## config.mk

```make
export PLATFORM = sky130hd
export DESIGN_NAME = nibble_accumulator
export DESIGN_NICKNAME = d
export VERILOG_FILES = /design/src/rtl/nibble_pkg.sv /design/src/rtl/nibble_add_ext.sv /design/src/rtl/nibble_accumulator.sv
export SDC_FILE = /design/constraint.sdc
export NUM_CORES = 1
export LEC_CHECK = 0
export CAP_MARGIN = 5
export CORE_MARGIN = 1.5
export CORE_UTILIZATION = 50
export CTS_CLUSTER_DIAMETER = 100
export DETAILED_ROUTE_END_ITERATION = 6
export GPL_ROUTABILITY_DRIVEN = 0
export PLACE_DENSITY_LB_ADDON = 0.1
export SYNTH_ARGS = -nofsm -noshare
export SYNTH_HDL_FRONTEND = slang
export SYNTH_HIERARCHICAL = 1
export SYNTH_SLANG_ARGS = --single-unit
```

## constraint.sdc

```tcl
create_clock -name clk -period 5.5 [get_ports clk]
set_clock_uncertainty 0.05 [all_clocks]
set_input_delay 0.825 -clock clk [delete_from_list [all_inputs] [get_ports clk]]
set_output_delay 0.825 -clock clk [all_outputs]
set_load 0.03 [all_outputs]
```

## src/rtl/nibble_pkg.sv

```systemverilog
// Shared types and default widths for the nibble accumulator slice.
package nibble_pkg;

  typedef enum logic [1:0] {
    StIdle  = 2'd0,
    StAccum = 2'd1,
    StDone  = 2'd2
  } state_e;

  localparam int unsigned DefDataW = 4;
  localparam int unsigned DefAccW  = 6;

endpackage

```

## src/rtl/nibble_add_ext.sv

```systemverilog
// Combinational accumulator + zero-extended operand + carry-in, ACC_W sum with carry-out.
module nibble_add_ext
  import nibble_pkg::*;
#(
  parameter int unsigned DATA_W = DefDataW,
  parameter int unsigned ACC_W  = DefAccW
) (
  input  logic [ACC_W-1:0]  a_i,
  input  logic [DATA_W-1:0] b_i,
  input  logic              cin_i,
  output logic [ACC_W-1:0]  sum_o,
  output logic              cout_o
);

  logic [ACC_W:0] full;

  always_comb begin
    full   = {1'b0, a_i} + (ACC_W + 1)'(b_i) + (ACC_W + 1)'(cin_i);
    sum_o  = full[ACC_W-1:0];
    cout_o = full[ACC_W];
  end

endmodule

```

## src/rtl/nibble_accumulator.sv

```systemverilog
// Sums a frame of COUNT operands (each with carry-in) and hands off the total with a
// sticky overflow flag over a valid/ready output handshake.
module nibble_accumulator
  import nibble_pkg::*;
#(
  parameter int unsigned DATA_W = DefDataW,
  parameter int unsigned ACC_W  = DefAccW,
  parameter int unsigned COUNT  = 4
) (
  input  logic              clk,
  input  logic              rst,
  input  logic              in_valid,
  output logic              in_ready,
  input  logic [DATA_W-1:0] in_data,
  input  logic              in_cin,
  output logic              out_valid,
  input  logic              out_ready,
  output logic [ACC_W-1:0]  out_sum,
  output logic              out_ovf,
  output logic              busy
);

  localparam int unsigned CntW = $clog2(COUNT + 1);

  state_e           state_q, state_d;
  logic [ACC_W-1:0] acc_q, acc_d;
  logic [CntW-1:0]  cnt_q, cnt_d;
  logic             ovf_q, ovf_d;

  logic [ACC_W-1:0] add_sum;
  logic             add_cout;
  logic [CntW-1:0]  cnt_inc;
  logic             accept;

  nibble_add_ext #(
    .DATA_W (DATA_W),
    .ACC_W  (ACC_W)
  ) u_add (
    .a_i    (acc_q),
    .b_i    (in_data),
    .cin_i  (in_cin),
    .sum_o  (add_sum),
    .cout_o (add_cout)
  );

  always_comb begin
    state_d   = state_q;
    acc_d     = acc_q;
    cnt_d     = cnt_q;
    ovf_d     = ovf_q;
    in_ready  = (state_q != StDone);
    out_valid = (state_q == StDone);
    busy      = (state_q != StIdle);
    accept    = in_valid && in_ready;
    cnt_inc   = cnt_q + CntW'(1);

    unique case (state_q)
      StIdle, StAccum: begin
        if (accept) begin
          acc_d   = add_sum;
          ovf_d   = ovf_q | add_cout;
          cnt_d   = cnt_inc;
          state_d = (cnt_inc == CntW'(COUNT)) ? StDone : StAccum;
        end
      end
      StDone: begin
        if (out_ready) begin
          acc_d   = '0;
          cnt_d   = '0;
          ovf_d   = 1'b0;
          state_d = StIdle;
        end
      end
      default: begin
        acc_d   = '0;
        cnt_d   = '0;
        ovf_d   = 1'b0;
        state_d = StIdle;
      end
    endcase

    // Totals are masked outside the handshake so idle consumers see zeros.
    out_sum = out_valid ? acc_q : '0;
    out_ovf = out_valid ? ovf_q : 1'b0;
  end

  always_ff @(posedge clk) begin
    if (rst) begin
      state_q <= StIdle;
      acc_q   <= '0;
      cnt_q   <= '0;
      ovf_q   <= 1'b0;
    end else begin
      state_q <= state_d;
      acc_q   <= acc_d;
      cnt_q   <= cnt_d;
      ovf_q   <= ovf_d;
    end
  end

endmodule

```

==> results.md <==
* # Max-Cap Violations at 0
* RSZ-0062 raised after global routing: false
* Syn Inst Count at 76
* Top-count cell post-synth: dfxtp_1
* I/O Buffers at 18
* Routed WL at 1460 microns
* Worst setup SP type: flip-flop
* Max-slew headroom at 77.6%
* Maximum VDD drop at 166 uV
* Worst-skew pair later-pin latency at 0.27 ns
* Setup repair bufs after CTS at 0
* FF-to-FF Start: acc_q[0]
* Mean post-synth cell area at 9.75 sq um
* Crit-path slowest cell: clkdlybuf4s50_1
* Cts bufs inserted at 3
* Setup violators final at 0
* R2r setup slk at 3.58 ns
* Area leader, netlist: dfxtp_1
* #FFs+latches synth at 12
* Longest Clk Path Bufs at 2
* Layout Nets at 115
* Clock transition at path regs at 0.08 ns
* WS Path Type: flip-flop to primary output
* CP arrival at 1.93 ns
* Reg2reg end: ovf_q
* Area share of the largest cell type after synthesis at 32.4%
* Final Max Slew Viols at 0
* Resized cells post-CTS at 0
* Largest net degree at the start of global routing at 10
* Sequential share of the synthesized area at 32.4%
* Hpwl dp at 1100 microns
* Ys Warns at 6
* Hold depth at 1
* Crit path launch: state_q[1]
* Ys async rst share at 0%
* Ant diodes at 0
* Die Height at 41.5 microns
* Min-delay src: cnt_q[2]
* Die area at 0.00172 sq mm
* Pre-antenna DRT Iters at 4
* Hold_buf cts at 0
* Leak Pwr at 0.000426 uW
* Synthesized area at 741 sq um
* Worst-path maximum fanout at 9
* Hold path endpoint: cnt_q[2]
* CTS Sinks at 12
* FMAX at 356 MHz
* Status: finished clean
* PD cells at 231 mW/mm^2
* Reg2Reg Depth at 9
* Via/cell ratio at 5.50
* TritonCTS clock tree: built
* CP required at 4.62 ns
* CP endpoint kind: primary output
* Post-synth cell types at 34
* Finished Layout Cells at 113
* Post-synth top flop: dfxtp_1
* Area contributors post-synth: dfxtp_1, ha_1, a22o_1, and2_1, fa_1
* Final Cycle Share at 51.1%
* Tmin final at 2.81 ns
* ANT nets after route at 0
* Synth top cells by count: dfxtp_1, and2_1, a22o_1, inv_1, ha_1
* Dpl cells at 109
* Hold Vio Cnt, Final at 0
* DRT iter0 DRCs at 17
* Antenna violations before repair at 0
* # IOs at 19
* Setup tns final at 0 ns
* Drc violations at 0
* WP depth at 4
* Slowest stage delay, CP at 0.67 ns
* CORE AREA at 0.00133 sq mm
* Vias in the first global route at 509
* Gr usage total at 17.6%
* Post-synth EDFFs at 0
* Slew @ Worst Pin at 0.335 ns
* CP cell instances: inv_2, nor2_2, and2_1, clkdlybuf4s50_1
* Area growth from synthesis to layout at 31.8%
* Critical path buffers and inverters at 2
* CP delay by family, top: buffers and inverters
* Htree depth at 1
* HP Class: flip-flop to flip-flop
* Syn_nets at 92
* Die X at 41.5 microns
* FP Rows at 13
* Clock root buffer master: clkbuf_4
* Share of layout cells above drive strength 1 at 15.3%
* Vias at 621
* GR Overflow Total at 0
* First-pass GRT wire length at 2290 microns
* Wirelength per Cell at 12.9 microns
* Initial Util at 55.5%
==> per-stage QoR <==
stage / util, % / instance area (sq um) / hold WS, ns / setup slack [ns] / power (uW)
6_report: 73.2 / 976 / 0.452 / 2.69 / 226
5_1_grt: 73.2 / 976 / 0.472 / 2.59 / 236
4_1_cts: 73.2 / 976 / 0.455 / 2.68 / 227
3_5_place_dp: 70.5 / 940 / 0.442 / 2.69 / 156
3_3_place_gp: 70.5 / 940 / 0.434 / 2.73 / 154
2_1_floorplan: - / 741 / 0.413 / 3.23 / 139
==> per-layer routing <==
metal	GRT usage (%)	share of wire, %
met1	23.0	48
met2	28.4	45
met5	0	0
met4	1.94	1.2
met3	6.52	6.0
==> power by group <==
part | switching (uW) | internal (uW) | leakage (uW)
Clock | 31.9 | 40.2 | 0.0000210
Sequential | 7.71 | 94.0 | 0.0000983
Combinational | 23.7 | 28.0 | 0.000307
==> state kept, by name, indices dropped and copies added, names as in the netlist <==
register	flops
acc_q	6
cnt_q	3
ovf_q	1
state_q	2
==> worst max-delay path by stage <==
stage	end	slack (ns)
6_report	out_ovf	2.69
5_1_grt	out_sum[3]	2.59
4_1_cts	out_ovf	2.68
3_5_place_dp	acc_q[3]	2.69
3_3_place_gp	acc_q[3]	2.73
2_1_floorplan	acc_q[3]	3.23
==> layout by cell type (no fill, tap or decap) <==
master           instances
nor2_2                   1
o211ai_2                 1
and3_1                   1
nor2b_1                  1
o21bai_1                 1
a21oi_1                  4
nand3_1                  2
o21ai_0                  1
nor2b_2                  1
mux2_4                   1
ha_1                     5
o21ai_1                  1
fa_1                     2
clkbuf_8                 1
inv_1                    6
nand2b_1                 1
a22oi_1                  1
a41oi_1                  1
dfxtp_1                 12
or2_2                    1
and2_1                   7
clkbuf_4                 3
a22o_1                   6
a31oi_1                  1
xnor2_1                  1
o21a_1                   1
inv_2                    1
xor2_1                   4
nand2_1                  1
nor2_1                   4
nor3_4                   1
and2b_4                  1
clkdlybuf4s50_1         18
a211oi_2                 1
mux2_2                   1
nor3b_2                  1
nor3_1                   1
==> area by class of cell <==
cell class / instances / area (sq um)
Clock buffer: 4 / 36.3
Fill cell: 105 / 358
Inverter: 7 / 26.3
Multi-Input combinational cell: 57 / 474
Sequential cell: 12 / 240
Tap cell: 15 / 18.8
Timing Repair Buffer: 18 / 180
==> cells by family after synthesis <==
kind of cell	Yosys count	synth area share (%)
simple gates	24	21.1
buf+inv	7	3.55
compound gates	19	19.6
mux	2	3.55
flops	12	32.4
xor+xnor	5	5.91
fa+ha+maj	7	13.9
Note: power is estimated with default switching activity, not from simulation.
